--- config.mk ---
export PLATFORM = sky130hd
export DESIGN_NAME = uart_tx_drain
export DESIGN_NICKNAME = d
export VERILOG_FILES = /design/src/rtl/uart_tx_drain.sv
export SDC_FILE = /design/constraint.sdc
export NUM_CORES = 1
export LEC_CHECK = 0
export CORE_MARGIN = 2
export CORE_UTILIZATION = 52
export DETAILED_ROUTE_END_ITERATION = 8
export HOLD_SLACK_MARGIN = 0.06
export PLACE_DENSITY_LB_ADDON = 0.3
export SYNTH_ARGS = -nofsm -noshare
export SYNTH_HDL_FRONTEND = slang
export SYNTH_SLANG_ARGS = --single-unit
--- constraint.sdc ---
create_clock -name clk -period 2.36 [get_ports clk]
set_clock_uncertainty 0.2 [all_clocks]
set_input_delay 0.236 -clock clk [delete_from_list [all_inputs] [get_ports clk]]
set_output_delay 0.236 -clock clk [all_outputs]
set_load 0.1 [all_outputs]
--- src/rtl/uart_tx_drain.sv ---
// Serial transmit stage that drains a byte FIFO into 8-bit UART frames (start, LSB-first data, stop).
// Define UART_TX_PARITY_EN to insert an even-parity bit between data bit 7 and the stop bit.
module uart_tx_drain #(
  parameter int unsigned CLK_DIV = 16
) (
  input  logic       clk,
  input  logic       rst_n,
  input  logic       enable,
  input  logic       fifo_empty,
  input  logic [7:0] fifo_dout,
  output logic       fifo_rd,
  output logic       tx,
  output logic       busy,
  output logic       tx_done
);

  localparam int unsigned       BAUD_W   = (CLK_DIV > 1) ? $clog2(CLK_DIV) : 1;
  localparam logic [BAUD_W-1:0] BAUD_MAX = BAUD_W'(CLK_DIV - 1);

  typedef enum logic [2:0] {
    S_IDLE   = 3'd0,
    S_FETCH  = 3'd1,
    S_LOAD   = 3'd2,
    S_START  = 3'd3,
    S_DATA   = 3'd4,
`ifdef UART_TX_PARITY_EN
    S_PARITY = 3'd5,
`endif
    S_STOP   = 3'd6
  } state_t;

`ifdef UART_TX_PARITY_EN
  localparam state_t AFTER_DATA = S_PARITY;

  function automatic logic even_parity(input logic [7:0] d);
    return ^d;
  endfunction
`else
  localparam state_t AFTER_DATA = S_STOP;
`endif

  state_t            state_q, state_d;
  logic [BAUD_W-1:0] baud_q, baud_d;
  logic [2:0]        bit_q, bit_d;
  logic [7:0]        shift_q, shift_d;
  logic              tx_q, tx_d;
  logic              fifo_rd_q, fifo_rd_d;
  logic              busy_q, busy_d;
  logic              tx_done_q, tx_done_d;
  logic              bit_end_s;
`ifdef UART_TX_PARITY_EN
  logic              par_q, par_d;
`endif

  // Next-state, bit timing and shift-register datapath
  always_comb begin
    state_d   = state_q;
    bit_d     = bit_q;
    shift_d   = shift_q;
`ifdef UART_TX_PARITY_EN
    par_d     = par_q;
`endif
    bit_end_s = (baud_q == BAUD_MAX);

    case (state_q)
      S_IDLE: begin
        if (enable && !fifo_empty) begin
          state_d = S_FETCH;
        end else begin
          state_d = S_IDLE;
        end
      end
      S_FETCH: state_d = S_LOAD;
      S_LOAD: begin
        // Registered FIFO data is valid now, one cycle after the strobe
        shift_d = fifo_dout;
        bit_d   = 3'd0;
`ifdef UART_TX_PARITY_EN
        par_d   = even_parity(fifo_dout);
`endif
        state_d = S_START;
      end
      S_START: begin
        if (bit_end_s) begin
          state_d = S_DATA;
        end else begin
          state_d = S_START;
        end
      end
      S_DATA: begin
        if (bit_end_s) begin
          shift_d = {1'b0, shift_q[7:1]};
          bit_d   = bit_q + 3'd1;
          if (bit_q == 3'd7) begin
            state_d = AFTER_DATA;
          end else begin
            state_d = S_DATA;
          end
        end else begin
          state_d = S_DATA;
        end
      end
`ifdef UART_TX_PARITY_EN
      S_PARITY: begin
        if (bit_end_s) begin
          state_d = S_STOP;
        end else begin
          state_d = S_PARITY;
        end
      end
`endif
      S_STOP: begin
        if (bit_end_s) begin
          state_d = S_IDLE;
        end else begin
          state_d = S_STOP;
        end
      end
      default: state_d = S_IDLE;
    endcase

    if (state_q == S_IDLE || state_q == S_FETCH || state_q == S_LOAD) begin
      baud_d = {BAUD_W{1'b0}};
    end else if (bit_end_s) begin
      baud_d = {BAUD_W{1'b0}};
    end else begin
      baud_d = baud_q + BAUD_W'(1);
    end
  end

  // Output values for the coming cycle, derived from the next state so the outputs can be flopped
  always_comb begin
    fifo_rd_d = (state_d == S_FETCH);
    busy_d    = (state_d != S_IDLE);
    tx_done_d = (state_d == S_STOP) && (baud_d == BAUD_MAX);
    case (state_d)
      S_START:  tx_d = 1'b0;
      S_DATA:   tx_d = shift_d[0];
`ifdef UART_TX_PARITY_EN
      S_PARITY: tx_d = par_d;
`endif
      default:  tx_d = 1'b1;
    endcase
  end

  // State, counters and registered outputs
  always_ff @(posedge clk or negedge rst_n) begin
    if (!rst_n) begin
      state_q   <= S_IDLE;
      baud_q    <= {BAUD_W{1'b0}};
      bit_q     <= 3'd0;
      shift_q   <= 8'd0;
      tx_q      <= 1'b1;
      fifo_rd_q <= 1'b0;
      busy_q    <= 1'b0;
      tx_done_q <= 1'b0;
`ifdef UART_TX_PARITY_EN
      par_q     <= 1'b0;
`endif
    end else begin
      state_q   <= state_d;
      baud_q    <= baud_d;
      bit_q     <= bit_d;
      shift_q   <= shift_d;
      tx_q      <= tx_d;
      fifo_rd_q <= fifo_rd_d;
      busy_q    <= busy_d;
      tx_done_q <= tx_done_d;
`ifdef UART_TX_PARITY_EN
      par_q     <= par_d;
`endif
    end
  end

  assign fifo_rd = fifo_rd_q;
  assign tx      = tx_q;
  assign busy    = busy_q;
  assign tx_done = tx_done_q;

endmodule

Word-level counts from Yosys, hierarchy flattened
Index checks and enable logic that the tools add are counted.
Operators by class
  $add $sub $neg: 2
  equality and inequality tests: 13
  multiplexer cells: 13
  reduce and logical (&&, ||, !) cells: 9
Operator list (number)
  $pmux W3 S6: 1
  $pmux W8 S2: 1
  $eq A3 B3 Y1 const B: 5
  $mux W3: 4
  $eq A3 B2 Y1 const B: 3
  $eq A4 B4 Y1 const B: 2
  $mux W4: 2
  $mux W8: 1
  $eq A3 B1 Y1 const B: 2
  $pmux W3 S2: 1
  $add A4 B1 Y4 const B: 1
  $add A3 B1 Y3 const B: 1
  $logic_not A3 Y1: 1
  $reduce_bool A3 Y1: 1
  $logic_and A1 B1 Y1: 2
  $logic_or A1 B1 Y1: 2
  $mux W2: 1
  $ne A2 B2 Y1 const B: 1
  $pmux W1 S2: 1
  $reduce_and A2 Y1: 1
  $reduce_bool A2 Y1: 1
  $logic_not A1 Y1: 1
  $mux W1: 1
Storage, ports and cells
  register bits: 22
  bits of input ports: 12
  output and inout bits: 4
  word-level logic and storage cells: 46

Logic depth before layout (Yosys ltp)
Gate-level depths: netlist (run 1).
  depth after elaboration: 6
  depth in mapped cells: 6
  mapped depth without buffers: 6

Worst setup path before layout (run 1)
No wires, ideal clock.
  path type: register to register
  start: register bit_q[0]
  end: register tx_q, in the netlist tx
  setup time: 0.082 ns
  data arrival time: 1.434 ns
  data required time: 2.078 ns
  path slack: 0.644 ns
  stages on the path, launching flop included: 7
  path buffers: 0
  period minus slack after synthesis: 1.716 ns
  cell sequence: dfrtp_1 -> ha_1 -> ha_1 -> nand4_1 -> or3b_1 -> a221oi_2 -> nor2_1
On the way
  longest elaborated chain between the ends: 6
  elaborated cells between the ends (all ways): 7
  classes of those cells: 3 x eq/ne; 4 x mux
Ends and longest elaborated chain
  start: declaration: line 44  | logic [2:0] bit_q, bit_d;
  start signal: assignment: line 163  | bit_q <= bit_d;
  $eq A3 B3 Y1 *: line 94  | if (bit_q == 3'd7) begin
  $mux W2 *: line 94
  $mux W3 *: line 91  | if (bit_end_s) begin
  $pmux W3 S6 *: line 65  | case (state_q)
  $eq A3 B3 Y1 / $eq A3 B2 Y1 (equally long branches): line 136  | case (state_d)
  $pmux W1 S2 *: line 136
  via tx_d: line 46  | logic tx_q, tx_d;
  end signal: assignment: line 165  | tx_q <= tx_d;
  end: declaration: line 46
Mark *: on every way through the listed nets, which the timed path passes. The rest lies on a longest branch.
A chain may end at the register's enable or synchronous reset.

Worst setup path in the final report (run 1)
  start: register baud_q[0]
  end: register shift_q[7]
On the way
  longest elaborated chain between the ends: 3
Ends and longest elaborated chain
  start: declaration: line 43  | logic [BAUD_W-1:0] baud_q, baud_d;
  start signal: assignment: line 150  | baud_q <= {BAUD_W{1'b0}};
  start signal: assignment: line 162  | baud_q <= baud_d;
  $eq A4 B4 Y1: line 63  | bit_end_s = (baud_q == BAUD_MAX);
  $ne A2 B2 Y1 (no line)
  $reduce_and A2 Y1 (no line)
  end signal: assignment: line 164  | shift_q <= shift_d;
  end: declaration: line 45  | logic [7:0] shift_q, shift_d;
Every way passes these cells.

==> results.json, run 1 <==
{
  "yosysTopAreaCell": "dfrtp_1",
  "crit_family": "simple AND/OR/NAND/NOR gates",
  "cts_tree": "done",
  "hold_path_class": "in -> async",
  "finalPower_w": 0.000713,
  "core-area_mm2": 0.00198,
  "rsz0062_at_grt": "false",
  "clkPwrFrac_pct": 39.5,
  "netlist_area_mm2": 0.00110,
  "synth.distinct_cells": 39,
  "dp_hpwl_um": 1350,
  "grt_pass1_wl_um": 3360,
  "grt_max_degree": 15,
  "die_x_um": 50.0,
  "path_buf_inv": 0,
  "area_growth_syn_to_layout_pct": 17.4,
  "power.share.switching_pct": 18.8,
  "max_stage_delay_ns": 0.60,
  "vdd_drop_max_mv": 0.385,
  "cts_resized": 0,
  "route.detailed.drc": 0,
  "synth_edf_count": 0,
  "setup_viol": 0,
  "fillers": 155,
  "die_y_um": 50.0,
  "routabilityCongestion": 0.717,
  "syn-num-nets": 115,
  "firstDrtPassIters": 4,
  "syn_inst": 100,
  "drt-vias-per-instance": 5.65,
  "ys_ff_latch": 22,
  "switchingPower_w": 0.000134,
  "cts_htree_levels": 1,
  "cts_made_buffers": 3,
  "powerDensity_mw_per_mm2": 552,
  "power.internal_w": 0.000579,
  "clock_latency_ns": 0.30,
  "yosys-top-cells-count": "21 x dfrtp_1, 19 x nand2_1, 6 x a22oi_1",
  "final_util_pct": 65.2,
  "maxCapViolCount": 0,
  "critical_path.endpoint_type": "flop",
  "leakage_nw": 0.568,
  "dieArea_mm2": 0.00250,
  "rows": 16,
  "drive_gt1_share_pct": 16.5,
  "clk_pin_slew_ns": 0.12,
  "worstMarginPinSlew_ns": 0.687,
  "vias": 802,
  "seqCellArea_um2": 552,
  "ctsHoldBuffers": 0,
  "synth_top_area_share_pct": 47.8,
  "post_cts_buffers": 0,
  "start_util_pct": 55.5,
  "multi_input_area_um2": 505,
  "critPathMaxFanout": 12,
  "wl_um": 1850,
  "ys.flop_type": "dfrtp_1",
  "yosys_warnings": 0,
  "post-route-period-util_pct": 84.1,
  "slowest_stage": "nor3_2",
  "comb_power_share_pct": 6.1,
  "setup-tns-final_ns": 0,
  "yosys-top-cells-area": "dfrtp_1 48%, nand2_1 6.5%, a22oi_1 4.1%",
  "syn_area_per_cell_um2": 11.0,
  "final_hold_viol_count": 0,
  "grt_pass1_vias": 764,
  "antenna_found_initial": 0,
  "clockBufferDepth": 2,
  "status": "finished clean",
  "p_seq_share_pct": 54.4,
  "worstPathArrival_ns": 1.95,
  "grt_overflow": 0,
  "period_needed_ns": 1.98,
  "fin_nets": 131,
  "crit_type": "reg -> reg",
  "cts_root_buf": "clkbuf_4",
  "clock-sinks": 22,
  "grtUsageTotal_pct": 17.4,
  "slew_viol_final": 0,
  "wl_per_cell_um": 13.0,
  "yosysMostFrequentCell": "dfrtp_1",
  "async_flop_share_pct": 100,
  "worstSetupStartpointType": "flop",
  "portBuffers": 15,
  "io-pin-count": 16,
  "max_freq_ghz": 0.504,
  "first_iter_violations": 16,
  "seq_area_frac_synth_pct": 50.2,
  "crit_required_ns": 2.33,
  "timing.hold.ws_ns": 0.0639,
  "slew_headroom_pct": 53.9,
  "crit_chain": "ha_1, nand3_1, nor3_2, o21ai_0",
  "ant_nets": 0,
  "n_antenna_cell": 0
}
==> registers in the layout, summed over array words and instances, names as in the netlist <==
| name | count |
|---|---|
| shift_q | 8 |
| state_q | 3 |
| baud_q | 4 |
| busy | 1 |
| tx_done | 1 |
| bit_q | 3 |
| fifo_rd | 1 |
| tx | 1 |
==> path summary, 6_finish.rpt <==
| check | to | depth (start not counted) | slack [ns] | start |
|---|---|---|---|---|
| setup / recovery | shift_q[7]$_DFFE_PN0P_ | 4 | 0.38 | baud_q[0]$_DFF_PN0_ |
| hold / removal | baud_q[2]$_DFF_PN0_ | 1 | 0.06 | rst_n |
| setup reg to reg | shift_q[7]$_DFFE_PN0P_ | 4 | 0.38 | baud_q[0]$_DFF_PN0_ |
| hold reg to reg | shift_q[5]$_DFFE_PN0P_ | 2 | 0.29 | shift_q[5]$_DFFE_PN0P_ |
| max in group asynchronous | shift_q[4]$_DFFE_PN0P_ | 2 | 1.36 | rst_n |
| min in group clk | shift_q[7]$_DFFE_PN0P_ | 3 | 0.28 | fifo_dout[7] |
==> cells by family (layout without fill, tap and decap cells) <==
kind of cell / after synthesis / in the layout / synth area share [%]
AND/OR/NAND/NOR: 44 / 44 / 23.2
AO/OA/AOI/OAI: 21 / 21 / 14.9
multiplexers: 3 / 3 / 2.84
XOR/XNOR: 2 / 2 / 1.59
flip-flops: 22 / 22 / 50.2
adder cells (fa/ha/maj): 3 / 3 / 3.41
buffers and inverters: 5 / 20 / 3.87
==> final cells by class <==
class | instances | share of cell area [%]
clock buffer | 3 | 1.74
clock inverter | 1 | 2.33
multi-input combinational | 73 | 39.1
sequential | 22 | 42.7
tap | 27 | 2.62
timing repair buffer | 16 | 11.4
==> power by group through the flow <==
stage	Sequential, W	Clock (W)	Combinational [W]
2_1_floorplan	0.000401	0	0.00000829
3_5_place_dp	0.000395	0	0.0000441
6_report	0.000388	0.000282	0.0000433
3_3_place_gp	0.000395	0	0.0000432
5_1_grt	0.000389	0.000308	0.0000481
4_1_cts	0.000388	0.000288	0.0000443
==> layout by cell type (no fill, tap or decap), types with 2 or more instances in the layout <==
| master | instances |
|---|---|
| nand3_1 | 2 |
| a22oi_1 | 6 |
| nand2_1 | 19 |
| clkdlybuf4s50_1 | 11 |
| nor2_1 | 4 |
| o21ai_0 | 3 |
| nand2b_1 | 2 |
| mux2i_1 | 2 |
| a22o_1 | 2 |
| nor2b_1 | 3 |
| nor3_2 | 2 |
| clkbuf_4 | 3 |
| ha_1 | 3 |
| a21oi_1 | 3 |
| buf_4 | 5 |
| dfrtp_1 | 21 |
==> stage by stage <==
step	worst slack, ns	cell area [um^2]	cells
finish	0.376	1290	142
CTS	0.386	1290	142
detailed placement	0.391	1240	138
global route	0.164	1290	142
global placement	0.500	1240	138
floorplan	0.644	1100	100
==> routing by layer <==
metal / track usage, % / routed length (um) / share of wire (%)
met3: 3.64 / 72 / 3.9
met4: 7.41 / 36 / 1.9
met5: 0 / 0 / 0
met2: 25.2 / 884 / 48
met1: 25.1 / 858 / 46
No activity file was read; power rests on OpenSTA's default activity.
==> run 2, diff against run 1 <==
clock period = 2.1 ns   (was 2.36 ns; I/O delays follow)
==> run 2 against run 1 <==
Global-route usage increased by 1.6 points. Critical path depth up 2. Count of clock-buffer cells in the layout is 1 higher.
==> results.json, run 2 (synthesized netlist as in run 1, its figures left out) <==
{
  "status": "finished clean",
  "setup_viol": 0,
  "reg_top3": "shift_q x8, baud_q x4",
  "rsz0062_at_grt": "false",
  "grt_max_degree": 15,
  "cts_root_buf": "clkbuf_4",
  "setup-tns-final_ns": 0,
  "worstMarginPinSlew_ns": 0.518,
  "largest_register": "shift_q",
  "grt_overflow": 0,
  "powerDensity_mw_per_mm2": 530,
  "grtUsageTotal_pct": 19.0,
  "post_cts_buffers": 0,
  "die_y_um": 50.0,
  "firstDrtPassIters": 4,
  "crit_required_ns": 2.14,
  "multi_input_area_um2": 505,
  "portBuffers": 15,
  "leakage_nw": 0.569,
  "route.detailed.drc": 0,
  "antenna_found_initial": 0,
  "vdd_drop_max_mv": 0.331,
  "max_freq_ghz": 0.532,
  "core-area_mm2": 0.00198,
  "area_growth_syn_to_layout_pct": 17.3,
  "worstPathArrival_ns": 1.92,
  "io-pin-count": 16,
  "dp_hpwl_um": 1420,
  "cts_tree": "done",
  "period_needed_ns": 1.88,
  "routabilityCongestion": 0.781,
  "dieArea_mm2": 0.00250,
  "startpoint": "bit_q[0]$_DFFE_PN0P_",
  "hold_depth": 3,
  "n_antenna_cell": 0,
  "fillers": 156,
  "post-route-period-util_pct": 89.4,
  "drt-vias-per-instance": 5.44,
  "cts_made_buffers": 3,
  "maxCapViolCount": 0,
  "start_util_pct": 55.5,
  "first_iter_violations": 17,
  "die_x_um": 50.0,
  "worstSetupStartpointType": "flop",
  "largest_reg_flops": 8,
  "fin_nets": 134,
  "min_from": "fifo_dout[7]",
  "clk_pin_slew_ns": 0.12,
  "critical_path.endpoint_type": "flop",
  "grt_pass1_wl_um": 3500,
  "critPathMaxFanout": 3,
  "drive_gt1_share_pct": 16.9,
  "crit_type": "reg -> reg",
  "clock_latency_ns": 0.31,
  "grt_pass1_vias": 749,
  "final_hold_viol_count": 0,
  "slew_viol_final": 0,
  "final_cell_mix": "21 x dfrtp_1, 19 x nand2_1, 11 x clkdlybuf4s50_1",
  "clock-sinks": 22,
  "vias": 789,
  "reg2regPathDepth": 6,
  "ant_nets": 0,
  "cts_htree_levels": 1,
  "wl_per_cell_um": 13.5,
  "slew_headroom_pct": 65.4,
  "rows": 16,
  "clockBufferDepth": 2,
  "final_common_cell": "dfrtp_1",
  "final_util_pct": 65.1,
  "r2r_start": "bit_q[0]$_DFFE_PN0P_",
  "wl_um": 1960,
  "hold_path_class": "in -> reg",
  "seqCellArea_um2": 552
}
-- run 2: cell type report --
cell class,instances,area share (%)
multi-input cells,73,39.2
well taps,27,2.62
clock buffers,4,2.04
flip-flops and latches,22,42.8
repair buffers,19,13.4
-- run 2: worst paths after layout --
check | endpoint | slack (ns)
setup / recovery | tx$_DFF_PN1_ | 0.22
max in group asynchronous | shift_q[0]$_DFF_PN0_ | 0.59
hold reg to reg | shift_q[6]$_DFFE_PN0P_ | 0.29
min in group asynchronous | state_q[0]$_DFF_PN0_ | 0.57
setup reg to reg | tx$_DFF_PN1_ | 0.22
hold / removal | shift_q[7]$_DFFE_PN0P_ | 0.24
-- run 2: routing by layer --
layer	global-route usage (%)	vias to the layer above	part of all wire [%]
met1	25.8	376	48
met4	12.0	0	2.7
met3	3.64	5	3.4
met5	0	-	0
li1	-	395	-
met2	27.6	13	46
-- run 2: timing repair --
action,CTS,global route
hold endpoints to repair,10,0
hold buffers,1,0
gates resized for setup,0,0
-- run 2: worst max-delay path: stages (launching register included) --
cell and delay, ns:
dfrtp_1 0.41, ha_1 0.20, ha_1 0.18, nand4_1 0.12, or3b_1 0.40, a221oi_2 0.24, nor2_1 0.08
-- run 2: stage by stage --
step / hold WS [ns] / cell area, um^2 / instances / setup slack (ns) / power (W)
2_1_floorplan: -0.286 / 1100 / 100 / 0.384 / 0.000460
3_3_place_gp: 0.259 / 1250 / 140 / 0.258 / 0.000493
3_5_place_dp: 0.264 / 1250 / 140 / 0.239 / 0.000494
4_1_cts: 0.237 / 1290 / 145 / 0.212 / 0.000693
5_1_grt: 0.266 / 1290 / 145 / 0.0957 / 0.000724
6_report: 0.240 / 1290 / 145 / 0.222 / 0.000683
-- run 2: where the power goes --
part,switching (W),internal (W)
sequential,0.00000383,0.000432
combinational,0.0000232,0.0000274
clock,0.000123,0.0000743
total,0.000150,0.000533
==> run 3, diff against run 2 <==
CORE_UTILIZATION = 55   (was 52)
DONT_BUFFER_PORTS = 1   (was not set)
==> run 3 against run 2 <==
Worst setup slack lost 0.054 ns. First-iteration DRC count shrank 35%. Sequential power up 2%. Largest cell class unchanged. Combinational power shrank 30%. Via count increased by 1.8%. Clock power up 17%. Total power is 3.8% higher. Flip-flop and latch count unchanged. Largest power group unchanged. Non-clock buffer count decreased by 3. Hold slack gained 0.049 ns.
==> results.json, run 3 (synthesized netlist as in run 1, its figures left out) <==
{
  "cts_resized": 0,
  "clk_pin_slew_ns": 0.12,
  "setup-tns-final_ns": 0,
  "ant_nets": 0,
  "portBuffers": 0,
  "route.detailed.drc": 0,
  "wl_um": 2070,
  "final_cell_mix": "21 x dfrtp_1, 19 x nand2_1, 11 x dlygate4sd3_1",
  "final_common_cell": "dfrtp_1",
  "vias": 803,
  "reg_top3": "shift_q x8, baud_q x4",
  "rsz0062_at_grt": "false",
  "first_iter_violations": 11,
  "grt_pass1_vias": 832,
  "cts_htree_levels": 1,
  "fin_nets": 131,
  "n_antenna_cell": 0,
  "r2r_start": "bit_q[0]$_DFFE_PN0P_",
  "rows": 16,
  "slowest_stage": "dfrtp_1",
  "cts_made_buffers": 3,
  "post-route-period-util_pct": 92.0,
  "worstMarginPinSlew_ns": 0.956,
  "grt_max_degree": 23,
  "crit_type": "reg -> reg",
  "crit_chain": "ha_1, ha_1, nand4_1, or3b_1, a221oi_2, nor2_1",
  "maxCapViolCount": 0,
  "max_freq_ghz": 0.517,
  "dp.cells": 127,
  "grtUsageTotal_pct": 20.2,
  "drive_gt1_share_pct": 16.5,
  "reg2regPathDepth": 6,
  "cts_root_buf": "clkbuf_4",
  "max_stage_delay_ns": 0.41,
  "crit_required_ns": 2.14,
  "clock-sinks": 22,
  "wl_per_cell_um": 14.6,
  "status": "finished clean",
  "rr_endpoint": "tx$_DFF_PN1_",
  "critPathMaxFanout": 3,
  "finalNonFillerCells": 142,
  "core-area_mm2": 0.00192,
  "crit_family": "simple AND/OR/NAND/NOR gates",
  "setup_viol": 0,
  "dp_hpwl_um": 1400,
  "drt-vias-per-instance": 5.65,
  "largest_reg_flops": 8,
  "powerDensity_mw_per_mm2": 556,
  "r2r_slack_ns": 0.17,
  "final_hold_viol_count": 0,
  "setup.worst_path.end": "tx$_DFF_PN1_",
  "cts_tree": "done",
  "path_buf_inv": 0,
  "startpoint": "bit_q[0]$_DFFE_PN0P_",
  "fillers": 159,
  "grt_pass1_wl_um": 3600,
  "die_y_um": 48.7,
  "clock_latency_ns": 0.30,
  "antenna_found_initial": 0,
  "dieArea_mm2": 0.00237,
  "routabilityCongestion": 0.848,
  "hold_path_class": "in -> async",
  "clockBufferDepth": 2,
  "firstDrtPassIters": 4,
  "timing.hold.ws_ns": 0.289,
  "largest_register": "shift_q",
  "worstSetupStartpointType": "flop",
  "start_util_pct": 57.2,
  "worstPathArrival_ns": 1.97,
  "cp_common_cell": "ha_1",
  "vdd_drop_max_mv": 0.349,
  "io-pin-count": 16,
  "leakage_nw": 0.565,
  "period_needed_ns": 1.93,
  "critical_path.endpoint_type": "flop",
  "grt_overflow": 0,
  "area_growth_syn_to_layout_pct": 15.9,
  "die_x_um": 48.7,
  "slew_viol_final": 0,
  "slew_headroom_pct": 36.1,
  "cp_num_cells": 6
}
==> run 3: cell types whose count changed in the layout (fill, tap and decap cells not counted), sizes merged <==
cell and delta:
dlygate4sd3 +10, buf -2, clkdlybuf4s50 -11
==> run 3: how the worst min path moves through the flow <==
stage                     slack (ns)                    from                endpoint  cells past startpoint
after CTS                       0.29  shift_q[6]$_DFFE_PN0P_  shift_q[6]$_DFFE_PN0P_                      2
after global placement         -0.29                   rst_n          busy$_DFF_PN0_                      0
final                           0.29                   rst_n    state_q[1]$_DFF_PN0_                      1
after floorplan                -0.29                   rst_n     baud_q[0]$_DFF_PN0_                      0
after global routing            0.33                   rst_n  shift_q[2]$_DFFE_PN0P_                      1
after detailed placement       -0.28                   rst_n    state_q[0]$_DFF_PN0_                      0
==> run 3: per-layer routing <==
metal / up-vias / track usage [%] / share of wire [%]
met1: 398 / 26.0 / 48
met5: - / 0 / 0
met2: 13 / 32.0 / 48
met3: 6 / 4.32 / 2.0
met4: 0 / 10.5 / 2.0
li1: 386 / - / -
==> run 3: through the flow <==
| stage | power (W) | area [um^2] | utilization (%) | worst slack, ns |
|---|---|---|---|---|
| global placement | 0.000462 | 1130 | 58.7 | 0.278 |
| CTS | 0.000715 | 1270 | 66.3 | 0.179 |
| finish | 0.000709 | 1270 | 66.3 | 0.167 |
| global route | 0.000738 | 1270 | 66.3 | 0.0664 |
| detailed placement | 0.000464 | 1130 | 58.7 | 0.207 |
| floorplan | 0.000460 | 1100 | - | 0.384 |
==> run 3: where the power goes <==
| group | total [W] | internal [W] | switching (W) |
|---|---|---|---|
| Clock | 0.000230 | 0.000106 | 0.000124 |
| Sequential | 0.000444 | 0.000432 | 0.0000118 |
| Combinational | 0.0000354 | 0.0000197 | 0.0000157 |
==> run 3: layout make-up <==
class | count | area [um^2] | share of cell area, %
tap | 27 | 33.8 | 2.65
timing repair buffer | 16 | 148 | 11.6
multi-input combinational | 73 | 505 | 39.6
sequential | 22 | 552 | 43.3
clock buffer | 4 | 36.3 | 2.85
==> run 3: what timing repair did <==
item | in CTS | in global routing
hold buffers | 11 | 0
hold endpoints to repair | 33 | 0
setup buffers | 0 | 0
